[config.mk]
export PLATFORM = sky130hd
export DESIGN_NAME = cpu6_pipe_reg_flat
export DESIGN_NICKNAME = d
export VERILOG_FILES = /design/src/rtl/cpu6_pipe_reg_pkg.sv /design/src/rtl/cpu6_pipe_reg_if.sv /design/src/rtl/cpu6_pipe_stage.sv /design/src/rtl/cpu6_pipe_reg.sv /design/src/flat_wrapper.sv
export SDC_FILE = /design/constraint.sdc
export NUM_CORES = 1
export LEC_CHECK = 0
export ABC_AREA = 1
export CORE_MARGIN = 4
export CORE_UTILIZATION = 50
export CTS_CLUSTER_DIAMETER = 40
export DETAILED_ROUTE_END_ITERATION = 7
export PLACE_DENSITY = 0.86
export SLEW_MARGIN = 20
export SYNTH_ARGS = -nofsm -noshare
export SYNTH_HDL_FRONTEND = slang
export SYNTH_SLANG_ARGS = --single-unit
[constraint.sdc]
create_clock -name clk -period 2.3 [get_ports clk]
set_input_delay 0.23 -clock clk [delete_from_list [all_inputs] [get_ports clk]]
set_output_delay 0.23 -clock clk [all_outputs]
set_load 0.02 [all_outputs]
[src/rtl/cpu6_pipe_reg_pkg.sv]
// Shared definitions for the cpu6 elastic pipeline register.
package cpu6_pipe_reg_pkg;

   localparam int unsigned CPU6_DW_DEF    = 32;
   localparam int unsigned CPU6_DEPTH_DEF = 2;

   // What the occupancy counter does on the coming edge.
   typedef enum logic [1:0] {
      CNT_HOLD = 2'd0,
      CNT_INC  = 2'd1,
      CNT_DEC  = 2'd2,
      CNT_CLR  = 2'd3
   } cnt_op_e;

   // Width needed to hold an occupancy of 0..depth.
   function automatic int unsigned cnt_width(input int unsigned depth);
      return $clog2(depth + 1);
   endfunction

endpackage

[src/rtl/cpu6_pipe_reg_if.sv]
// Upstream and downstream valid/ready handshake of the pipeline register.
// The slave view belongs to the register chain, the master view to the
// logic that surrounds it.
interface cpu6_pipe_reg_if
   import cpu6_pipe_reg_pkg::*;
#(
   parameter int DW = CPU6_DW_DEF
);
   logic          in_valid;
   logic [DW-1:0] in_data;
   logic          in_ready;
   logic          out_valid;
   logic [DW-1:0] out_data;
   logic          out_ready;

   modport slave (
      input  in_valid,
      input  in_data,
      input  out_ready,
      output in_ready,
      output out_valid,
      output out_data
   );

   modport master (
      output in_valid,
      output in_data,
      output out_ready,
      input  in_ready,
      input  out_valid,
      input  out_data
   );
endinterface

[src/rtl/cpu6_pipe_stage.sv]
// One stage of the elastic chain: a valid bit and a payload word, both
// load-enable flops with asynchronous active-low reset.
module cpu6_pipe_stage #(
   parameter int DW = 32
) (
   input  logic          clk,
   input  logic          rst_n,
   input  logic          flush,
   input  logic          src,
   input  logic          adv,
   input  logic [DW-1:0] src_data,
   output logic          v,
   output logic [DW-1:0] d
);

   // Valid bit: filled from behind, emptied when moving on, cleared by flush.
   always_ff @(posedge clk or negedge rst_n) begin
      if (!rst_n) begin
         v <= 1'b0;
      end else if (flush) begin
         v <= 1'b0;
      end else begin
         v <= src | (v & ~adv);
      end
   end

   // Payload: loads only when a new item arrives; flush leaves it untouched.
   always_ff @(posedge clk or negedge rst_n) begin
      if (!rst_n) begin
         d <= '0;
      end else if (src && !flush) begin
         d <= src_data;
      end
   end

endmodule

[src/rtl/cpu6_pipe_reg.sv]
// Elastic pipeline register: DEPTH stages with valid/ready on both sides,
// bubble collapsing, synchronous flush and a registered occupancy count.
module cpu6_pipe_reg
   import cpu6_pipe_reg_pkg::*;
#(
   parameter  int DW    = CPU6_DW_DEF,
   parameter  int DEPTH = CPU6_DEPTH_DEF,
   localparam int CW    = cnt_width(DEPTH)
) (
   input  logic                clk,
   input  logic                rst_n,
   input  logic                flush,
   cpu6_pipe_reg_if.slave      bus,
   output logic [CW-1:0]       count
);

   logic [DEPTH-1:0] v;
   logic [DEPTH-1:0] adv;
   logic [DEPTH-1:0] src;
   logic [DW-1:0]    d        [DEPTH];
   logic [DW-1:0]    src_data [DEPTH];
   logic             in_ready_w;
   logic             acc;
   logic             pop;
   cnt_op_e          cnt_op;
   logic [CW-1:0]    count_q;

   // Advance terms, from the output side backward. A valid stage moves when
   // any stage ahead of it is empty, or when the whole run ahead is full and
   // the head is leaving; written this way the chain has no self-feedback.
   always_comb begin : adv_chain
      logic all_full;
      all_full = 1'b1;
      adv      = '0;
      for (int i = DEPTH - 1; i >= 0; i--) begin
         adv[i]   = v[i] & (~all_full | bus.out_ready);
         all_full = all_full & v[i];
      end
   end

   assign in_ready_w = ~flush & (~v[0] | adv[0]);
   assign acc        = bus.in_valid & in_ready_w;
   assign pop        = v[DEPTH-1] & bus.out_ready;

   // Each stage is fed by the stage behind it; stage 0 by the input port.
   always_comb begin
      src         = '0;
      src[0]      = acc;
      src_data[0] = bus.in_data;
      for (int i = 1; i < DEPTH; i++) begin
         src[i]      = adv[i-1];
         src_data[i] = d[i-1];
      end
   end

   for (genvar gi = 0; gi < DEPTH; gi++) begin : g_stage
      cpu6_pipe_stage #(
         .DW (DW)
      ) u_stage (
         .clk      (clk),
         .rst_n    (rst_n),
         .flush    (flush),
         .src      (src[gi]),
         .adv      (adv[gi]),
         .src_data (src_data[gi]),
         .v        (v[gi]),
         .d        (d[gi])
      );
   end

   // Occupancy update: push and pop together cancel; flush wins over both.
   always_comb begin
      cnt_op = CNT_HOLD;
      if (flush) begin
         cnt_op = CNT_CLR;
      end else if (acc && !pop) begin
         cnt_op = CNT_INC;
      end else if (pop && !acc) begin
         cnt_op = CNT_DEC;
      end
   end

   // Occupancy register, kept in step with the population of v[].
   always_ff @(posedge clk or negedge rst_n) begin
      if (!rst_n) begin
         count_q <= '0;
      end else begin
         case (cnt_op)
            CNT_INC:  count_q <= count_q + CW'(1);
            CNT_DEC:  count_q <= count_q - CW'(1);
            CNT_CLR:  count_q <= '0;
            default:  count_q <= count_q;
         endcase
      end
   end

   assign count         = count_q;
   assign bus.in_ready  = in_ready_w;
   assign bus.out_valid = v[DEPTH-1];
   assign bus.out_data  = d[DEPTH-1];

endmodule

[src/flat_wrapper.sv]
// flat-port wrapper written by rule: the top's interface ports become plain ports
module cpu6_pipe_reg_flat import cpu6_pipe_reg_pkg::*;
#(
   parameter  int DW    = CPU6_DW_DEF,
   parameter  int DEPTH = CPU6_DEPTH_DEF,
   localparam int CW    = cnt_width(DEPTH)
)
  (clk, rst_n, flush, count, bus_in_valid, bus_in_data, bus_out_ready, bus_in_ready, bus_out_valid, bus_out_data);
  cpu6_pipe_reg_if #(.DW(DW)) bus_i ();
  input  logic clk;
  input  logic rst_n;
  input  logic flush;
  output logic [CW-1:0] count;
  input wire logic [$bits(bus_i.in_valid)-1:0] bus_in_valid;
  input wire logic [$bits(bus_i.in_data)-1:0] bus_in_data;
  input wire logic [$bits(bus_i.out_ready)-1:0] bus_out_ready;
  output wire logic [$bits(bus_i.in_ready)-1:0] bus_in_ready;
  output wire logic [$bits(bus_i.out_valid)-1:0] bus_out_valid;
  output wire logic [$bits(bus_i.out_data)-1:0] bus_out_data;
  assign bus_i.in_valid = bus_in_valid;
  assign bus_i.in_data = bus_in_data;
  assign bus_i.out_ready = bus_out_ready;
  assign bus_in_ready = bus_i.in_ready;
  assign bus_out_valid = bus_i.out_valid;
  assign bus_out_data = bus_i.out_data;
  cpu6_pipe_reg #(.DW(DW), .DEPTH(DEPTH)) u_core (.clk(clk), .rst_n(rst_n), .flush(flush), .bus(bus_i), .count(count));
endmodule
==> out/results.ini, run 1 <==
[timing]
tightest_slew_ns=0.7548
rsz0062_at_grt=false
period_needed_ns=1.789
drv_slew=0
hold_viol=0
slew_headroom_pct=49.68
setup_violations=0
fin_crit_sh_pct=77.77
skew_ns=0.005855
setup_tns_ns=0
fmax_ghz=0.5591

[logic_synthesis]
syn_inst=301
synth_nets=338
async_reset_ff_share_pct=100.0
synth_commonest_cells=dfrtp_1 (68), nand2_1 (45), inv_1 (36)
synth_area_um2=2839
synth_edf_count=0
yosys_warnings=0
ys_top_cells_by_area=dfrtp_1 (60%), buf_4 (8.7%), a21oi_1 (6.2%)
yosysMostFrequentCell=dfrtp_1
ys_ff_latch=68
yosysTopAreaCellShare_pct=59.94
synth.distinct_cells=15
synth_top_area_cell=dfrtp_1
yosys_most_used_dff=dfrtp_1
ys_seq_area_share_pct=59.94
syn_avg_cell_area_um2=9.432

[placed_design]
hpwl_mm=3.494
routabilityCongestion=0.8507
port_buffers=72

[global_route]
busiest_layer=met2
grt_usage_pct=15.46
antenna_found_initial=0
grt_max_degree=65
grtUsageMet3_pct=4.067
grt.overflow.total=0
met2_usage_pct=26.38
grt_pass1_wl_mm=8.638
grt_pass1_vias=1994
met1_usage_pct=17.79

[critical_path]
setup.worst_path.start=u_core.g_stage[1].u_stage.v
start_kind=register
crit_chain=nand3_2, nand2_1, inv_1, clkdlybuf4s50_1
critPathKind=reg2out
timing.rr.start=u_core.g_stage[1].u_stage.v
cp.required_ns=2.07
path_max_fanout=4
cpMaxStageDelayCell=clkdlybuf4s50_1
cpPeakStageDelay_ns=0.59
arrival_ns=1.56
worst_setup_path_end_kind=output port

[clocking]
numCtsBuffers=9
postCtsSetupRepairBufs=0
clkSinkCount=68
clock_latency_ns=0.32
cts-root-buf=clkbuf_8
cts_htree_levels=3
cts_tree=yes
cts-resized-gates=0
clk_pin_slew_ns=0.07
clk_path_buf_depth=2

[min_path]
hold_path.startpoint=bus_in_data[29]
worst_hold_path_type=in2reg

[die]
die_h_um=83.35
dieArea_um2=6947
core_um2=5507
start_util_pct=51.56
io_pins=73
die_x_um=83.35
rows=27

[power_and_ir_drop]
swShare_pct=28.97
peakVddDrop_uv=512.6
pwr-share-comb_pct=25.7
switching_power_mw=0.9463
power.density_nw_per_um2=913.1
p_leak_nw=1.742
p_int_mw=2.320
p_seq_share_pct=46.5
p_clk_share_pct=27.7

[layout]
fin_util_pct=64.96
layout.nets=381
area_delta_synth_final_pct=26.00
drive_above_1_share_pct=6.590
diodes=0

[flow_run]
cap_violations=0

[route]
wl_per_cell_um=11.67
drt_iter0_drc=85
totalWireLength_mm=4.915
num_vias=1923
vias_per_cell=4.568
drcViolationCount=0
first_pass_iters=4
ant_nets=0

[run_status]
status=finished, final reports clean

-- power groups by stage --
stage	sequential, mW	combinational, mW	clock (mW)
finish	1.52	0.841	0.906
detailed placement	1.54	0.854	0
CTS	1.52	0.857	0.946
global route	1.55	0.922	0.995
global placement	1.53	0.829	0
floorplan	1.52	0.617	0
-- layer usage --
metal	vias to the layer above	wire length, um
met3	4	268
met5	-	0
met2	45	2501
li1	992	-
met4	0	55
met1	882	2089
-- critical path: cells and delay by family (launching register included) --
family	cells	cell delay, ns
buffers and inverters	2	0.64
flip-flops	1	0.42
AND/OR/NAND/NOR	2	0.19
-- state kept, by name (all words and copies together) (netlist names) --
name,flops
u_core.g_stage.u_stage.d,64
u_core.count,2
u_core.g_stage.u_stage.v,2
-- area by class of cell --
| type | count | area, um2 |
|---|---|---|
| flip-flops and latches | 68 | 1702 |
| clock inverters | 5 | 52.55 |
| multi-input cells | 151 | 681.9 |
| fillers | 434 | 1929 |
| clock buffers | 11 | 131.4 |
| well taps | 72 | 90.09 |
| repair buffers | 77 | 780.7 |
| inverters | 37 | 138.9 |
-- repair_timing --
action                     4_1_cts  5_1_grt
hold endpoints to repair        33        0
setup endpoints to repair        0        0
hold buffers                     1        0
-- logic make-up after synthesis --
family          count (synthesis)  share of synthesized area (%)
compound gates                 68                          11.99
xor+xnor                        1                         0.3086
buf+inv                        82                          16.04
flops                          68                          59.94
simple gates                   82                          11.72
-- metrics by stage --
stage	hold slack (ns)	setup WS, ns	total power [mW]	cells	instance area (um2)
floorplan	-0.06559	1.081	2.138	301	2839
global placement	0.3300	0.5356	2.361	404	3383
detailed placement	0.3444	0.5149	2.398	404	3383
CTS	0.4562	0.4750	3.328	421	3577
global route	0.4713	0.4173	3.464	421	3577
finish	0.4771	0.5113	3.266	421	3577
-- worst paths after layout --
check / to / slack [ns] / cells after the start
setup / recovery: bus_in_ready / 0.51 / 4
hold reg to reg: u_core.g_stage[1].u_stage.d[22] / 0.49 / 2
hold / removal: u_core.g_stage[0].u_stage.d[29] / 0.48 / 3
max in group asynchronous: u_core.g_stage[1].u_stage.v / 1.16 / 3
setup reg to reg: u_core.g_stage[0].u_stage.d[1] / 1.00 / 5
min in group asynchronous: u_core.g_stage[1].u_stage.d[29] / 0.51 / 2
-- cell usage in the layout (no fill, tap or decap) --
master	instances
a21oi_1	35
buf_12	2
buf_2	1
buf_4	2
bufinv_16	1
clkbuf_1	2
clkbuf_8	9
clkdlybuf4s50_1	71
clkinv_2	3
clkinvlp_4	1
dfrtp_1	68
dlygate4sd3_1	1
inv_1	36
inv_2	1
nand2_1	45
nand3_2	3
nand3b_1	1
nand4_1	1
nor2_1	32
o21ai_0	33
xor2_1	1
(Power assumes the default switching activity.)
==> inputs of run 2 (changes only) <==
--- a/config.mk
+++ b/config.mk
@@ -7,10 +7,10 @@
 export LEC_CHECK = 0
 export ABC_AREA = 1
 export CORE_MARGIN = 4
-export CORE_UTILIZATION = 50
+export CORE_UTILIZATION = 48
 export CTS_CLUSTER_DIAMETER = 40
 export DETAILED_ROUTE_END_ITERATION = 7
-export PLACE_DENSITY = 0.86
+export PLACE_DENSITY = 0.83
 export SLEW_MARGIN = 20
 export SYNTH_ARGS = -nofsm -noshare
 export SYNTH_HDL_FRONTEND = slang
==> constraint.sdc (replaced) <==
create_clock -name clk -period 1.7 [get_ports clk]
set_input_delay 0.17 -clock clk [delete_from_list [all_inputs] [get_ports clk]]
set_output_delay 0.17 -clock clk [all_outputs]
set_load 0.02 [all_outputs]
==> out/results.ini, run 2 (synthesis results as in run 1) <==
[critical_path]
cp.depth=1  ; -3
cp.required_ns=1.53  ; -0.54 ns
timing.rr.start=u_core.g_stage[1].u_stage.v
critPathKind=reg2out
ff2ff_path_depth=5  ; unchanged
crit_family=buffers and inverters
cpMaxStageDelayCell=clkdlybuf4s50_1
regToRegSetupSlack_ns=0.35  ; -0.65 ns
path_max_fanout=4  ; unchanged
crit_chain=clkdlybuf4s50_1
start_kind=register
worst_setup_path_end_kind=output port
cpPeakStageDelay_ns=0.63  ; +0.04 ns
cp_num_buf_inv=1  ; -1
arrival_ns=1.36  ; -0.20 ns
r2r_end=u_core.g_stage[0].u_stage.d[31]

[layout]
layout_common_cells=clkdlybuf4s50_1 (70), dfrtp_1 (68), nand2_1 (45), inv_1 (36), a21oi_1 (35)
largest_register=u_core.g_stage.u_stage.d
fin_util_pct=63.94  ; -1.0 points
largest_reg_flops=64  ; unchanged
drive_above_1_share_pct=6.838  ; +0.25 points
final_common_cell=clkdlybuf4s50_1
layout.nets=384  ; +0.79%
nFillCells=483  ; +11%
area_delta_synth_final_pct=26.31
diodes=0  ; unchanged
final_cells=423  ; +0.48%

[timing]
fmax_ghz=0.6517
period_needed_ns=1.534
slew_headroom_pct=73.97  ; +24 points
fin_crit_sh_pct=90.26
tightest_slew_ns=0.3905  ; -0.3643 ns
rsz0062_at_grt=false
setup_slack_ns=0.1656  ; -0.3457 ns
hold_viol=0  ; unchanged
skew_ns=0.006225  ; +0.0003701 ns
setup_violations=0  ; unchanged
fin_hold_ws_ns=0.4001  ; -0.07700 ns
drv_slew=0  ; unchanged
setup_tns_ns=0  ; unchanged

[placed_design]
port_buffers=72  ; unchanged
hpwl_mm=3.673  ; +5.1%
post-place-ws_ns=0.01969  ; -0.4952 ns
dp.cells=407  ; +0.74%
routabilityCongestion=0.7406  ; -13%

[global_route]
antenna_found_initial=0  ; unchanged
grt_pass1_wl_mm=9.025  ; +4.5%
grt_pass1_vias=2046  ; +2.6%
grt.overflow.total=0  ; unchanged
grt_usage_pct=15.64  ; +0.18 points
grt_max_degree=69  ; +6.2%

[flow_run]
cap_violations=0  ; unchanged

[die]
io_pins=73  ; unchanged
die_x_um=84.91  ; +1.9%
dieArea_um2=7209  ; +3.8%
die_h_um=84.91  ; +1.9%
core_um2=5608  ; +1.8%
start_util_pct=50.62  ; -0.93 points
rows=27  ; unchanged

[route]
ant_nets=0  ; unchanged
drcViolationCount=0  ; unchanged
met2_length_mm=2.614  ; +4.5%
totalWireLength_mm=5.233  ; +6.5%
wl_per_cell_um=12.37  ; +6.0%
num_vias=1983  ; +3.1%
drt_iter0_drc=75  ; -12%
first_pass_iters=4  ; unchanged
wl_met1_mm=2.252  ; +7.8%
routed-wl-met3_um=267  ; -0.37%
vias_per_cell=4.688  ; +2.6%
top_layer_used=met4

[power_and_ir_drop]
p_clk_share_pct=28.1  ; +0.4 points
peakVddDrop_uv=649.1  ; +27%
pwr-share-comb_pct=25.8  ; about the same
p_seq_share_pct=46.1  ; -0.4 points
p_int_mw=3.179  ; +37%
power.density_nw_per_um2=1243  ; +36%
switching_power_mw=1.278  ; +35%
p_leak_nw=1.752  ; +0.54%
swShare_pct=28.68  ; -0.29 points

[run_status]
status=finished, final reports clean

[clocking]
clkSinkCount=68  ; unchanged
cts_htree_levels=3  ; unchanged
cts-root-buf=clkbuf_8
postCtsSetupRepairBufs=0  ; unchanged
clock_latency_ns=0.33  ; about the same
numCtsBuffers=9  ; unchanged
clk_pin_slew_ns=0.07  ; about the same
clk_path_buf_depth=2  ; unchanged
cts_tree=yes

[min_path]
worst_hold_path_type=in2async

==> run 2: changes by cell type in the layout (fill, tap and decap cells not counted) <==
cell and change:
clkbuf_1 +1, clkdlybuf4s50_1 -1, buf_4 +4, clkinv_2 -2, clkbuf_8 +1, dlygate4sd2_1 +1, clkinvlp_4 -1, buf_12 -1
==> run 2: worst max-delay path by stage <==
stage	from	endpoint
after CTS	u_core.g_stage[1].u_stage.v	bus_out_valid
after global routing	u_core.g_stage[1].u_stage.v	bus_out_valid
after global placement	bus_out_ready	bus_in_ready
after floorplan	u_core.g_stage[1].u_stage.v	u_core.g_stage[0].u_stage.d[0]
final	u_core.g_stage[1].u_stage.v	bus_out_valid
after detailed placement	bus_out_ready	bus_in_ready
==> run 2: area by class of cell <==
cell class	count	area, um2	share of cell area, %
Timing Repair Buffer	80	789.5	22.02
Multi-Input combinational cell	151	681.9	19.02
Sequential cell	68	1702	47.45
Tap cell	72	90.09	2.512
Inverter	37	138.9	3.873
Clock buffer	13	148.9	4.152
Clock inverter	2	35.03	0.9770
==> run 2: power groups by stage <==
stage	combinational (mW)	sequential [mW]	clock, mW
after floorplan	0.835	2.06	0
after global placement	1.13	2.07	0
after detailed placement	1.17	2.08	0
after CTS	1.17	2.06	1.28
after global routing	1.26	2.09	1.35
final	1.15	2.06	1.25
==> run 2: layer usage <==
layer  GRT usage (%)  vias up
met5               0        -
met4           8.201        0
met3           3.883        9
met2           25.91       46
met1           18.86      933
li1                -      995
==> run 2: repair_timing <==
item / CTS / global route
hold buffers: 1 / 0
gates resized for setup: 1 / 0
hold endpoints to repair: 68 / 0
setup endpoints to repair: 1 / 0
==> run 2: metrics by stage <==
step | power [mW] | area, um2
floorplan | 2.892 | 2839
global placement | 3.203 | 3393
detailed placement | 3.253 | 3393
CTS | 4.515 | 3586
global route | 4.707 | 3586
finish | 4.457 | 3586
==> inputs of run 3 (changes only) <==
--- a/config.mk
+++ b/config.mk
@@ -6,11 +6,12 @@
 export NUM_CORES = 1
 export LEC_CHECK = 0
 export ABC_AREA = 1
-export CORE_MARGIN = 4
+export CORE_MARGIN = 8
 export CORE_UTILIZATION = 48
 export CTS_CLUSTER_DIAMETER = 40
 export DETAILED_ROUTE_END_ITERATION = 7
 export PLACE_DENSITY = 0.83
+export SETUP_SLACK_MARGIN = 0.15
 export SLEW_MARGIN = 20
 export SYNTH_ARGS = -nofsm -noshare
 export SYNTH_HDL_FRONTEND = slang
==> out/results.ini, run 3 (synthesis results as in run 1) <==
[clocking]
clk_pin_slew_ns=0.06  ; about the same
cts_tree=yes
clkSinkCount=68  ; unchanged
numCtsBuffers=9  ; unchanged
clock_latency_ns=0.32  ; about the same
cts-root-buf=clkbuf_8
postCtsSetupRepairBufs=0  ; unchanged
cts_htree_levels=3  ; unchanged
clk_path_buf_depth=2  ; unchanged

[power_and_ir_drop]
peakVddDrop_uv=660.8  ; +1.8%
power.total_mw=4.289  ; -3.8%
p_leak_nw=1.789  ; +2.1%
power.density_nw_per_um2=1195  ; -3.9%

[critical_path]
critPathKind=reg2out
cpPeakStageDelay_ns=0.62  ; about the same
start_kind=register
arrival_ns=1.30  ; -0.06 ns
cp.required_ns=1.53  ; about the same
cp_num_buf_inv=1  ; unchanged
regToRegSetupSlack_ns=0.50  ; +0.15 ns
cpMaxStageDelayCell=clkdlybuf4s50_1
crit_family=buffers and inverters
crit_chain=clkdlybuf4s50_1
path_max_fanout=2  ; -2
worst_setup_path_end_kind=output port

[route]
totalWireLength_mm=5.439  ; +3.9%
drcViolationCount=0  ; unchanged
ant_nets=0  ; unchanged
drt_iter0_drc=67  ; -11%
first_pass_iters=4  ; unchanged
vias_per_cell=4.634  ; -1.1%
wl_per_cell_um=12.83  ; +3.7%
num_vias=1965  ; -0.91%

[layout]
fin_util_pct=61.73  ; -2.2 points
largest_reg_flops=64  ; unchanged
layout_common_cells=dfrtp_1 (68), clkdlybuf4s50_1 (67), nand2_1 (45), inv_1 (36), a21oi_1 (35)
final_common_cell=dfrtp_1
diodes=0  ; unchanged
nFillCells=531  ; +9.9%
largest_register=u_core.g_stage.u_stage.d
layout.nets=383  ; -0.26%
area_delta_synth_final_pct=26.44
drive_above_1_share_pct=6.590  ; -0.25 points

[global_route]
antenna_found_initial=0  ; unchanged
grt.overflow.total=0  ; unchanged
grt_pass1_vias=1999  ; -2.3%
grt_usage_pct=13.03  ; -2.6 points
grt_max_degree=65  ; -5.8%
grt_pass1_wl_mm=9.080  ; +0.61%

[timing]
drv_slew=0  ; unchanged
fin_crit_sh_pct=86.67  ; -3.6 points
hold_viol=0  ; unchanged
rsz0062_at_grt=false
fin_hold_ws_ns=0.3383  ; -0.06188 ns
period_needed_ns=1.473  ; -0.06099 ns
setup_violations=0  ; unchanged
slew_headroom_pct=68.51  ; -5.5 points
skew_ns=0.006731  ; +0.0005060 ns
tightest_slew_ns=0.4723  ; +0.08181 ns
setup_slack_ns=0.2266  ; +0.06099 ns
setup_tns_ns=0  ; unchanged
fmax_ghz=0.6787  ; +4.1%

[die]
die_x_um=92.91  ; +9.4%
start_util_pct=48.82  ; -1.8 points
core_um2=5816  ; +3.7%
io_pins=73  ; unchanged
dieArea_um2=8631  ; +20%
rows=28  ; +3.7%
die_h_um=92.91  ; +9.4%

[placed_design]
hpwl_mm=3.903  ; +6.3%
port_buffers=72  ; unchanged
routabilityCongestion=0.7413  ; about the same
post-place-ws_ns=0.02375  ; +0.004056 ns

[min_path]
worst_hold_path_type=in2async

[run_status]
status=finished, final reports clean

[flow_run]
cap_violations=0  ; unchanged

run 3: power by group:
group | internal (mW) | switching [mW] | leakage (nW)
sequential | 1.91 | 0.139 | 0.795
combinational | 0.558 | 0.594 | 0.915
clock | 0.552 | 0.532 | 0.0783
run 3: per-stage QoR:
step           instances  instance area [um2]
2_1_floorplan        301                 2839
3_3_place_gp         409                 3415
3_5_place_dp         409                 3415
4_1_cts              424                 3581
5_1_grt              424                 3590
6_report             424                 3590
run 3: layout make-up:
type / count / area, um2 / share of cell area (%)
clock buffers: 12 / 145.1 / 4.043
clock inverters: 2 / 12.51 / 0.3486
flip-flops and latches: 68 / 1702 / 47.40
multi-input cells: 151 / 681.9 / 19.00
inverters: 37 / 138.9 / 3.869
well taps: 75 / 93.84 / 2.614
repair buffers: 79 / 815.8 / 22.73
run 3: per-layer routing:
layer,vias up,wire length (um),global-route usage (%)
li1,992,-,-
met1,917,2424,16.19
met2,50,2605,20.12
met3,6,352,5.583
met4,0,56,3.893
met5,-,0,0
run 3: worst paths after layout:
path,startpoint,end,cells after the start
worst max-delay path,u_core.g_stage[1].u_stage.d[23],bus_out_data[23],1
worst min register to register,u_core.g_stage[1].u_stage.d[21],u_core.g_stage[1].u_stage.d[21],2
max in group asynchronous,rst_n,u_core.g_stage[0].u_stage.d[22],3
min in group clk,bus_in_data[21],u_core.g_stage[0].u_stage.d[21],3
worst min-delay path,rst_n,u_core.g_stage[1].u_stage.d[0],2
worst max register to register,u_core.g_stage[1].u_stage.v,u_core.g_stage[0].u_stage.d[1],5
run 3: what timing repair did:
item / in CTS / in global routing
hold buffers: 1 / 0
cloned: 0 / 0
setup endpoints to repair: 1 / 4
endpoints found under the hold margin: 19 / 0
resized for setup: 1 / 4
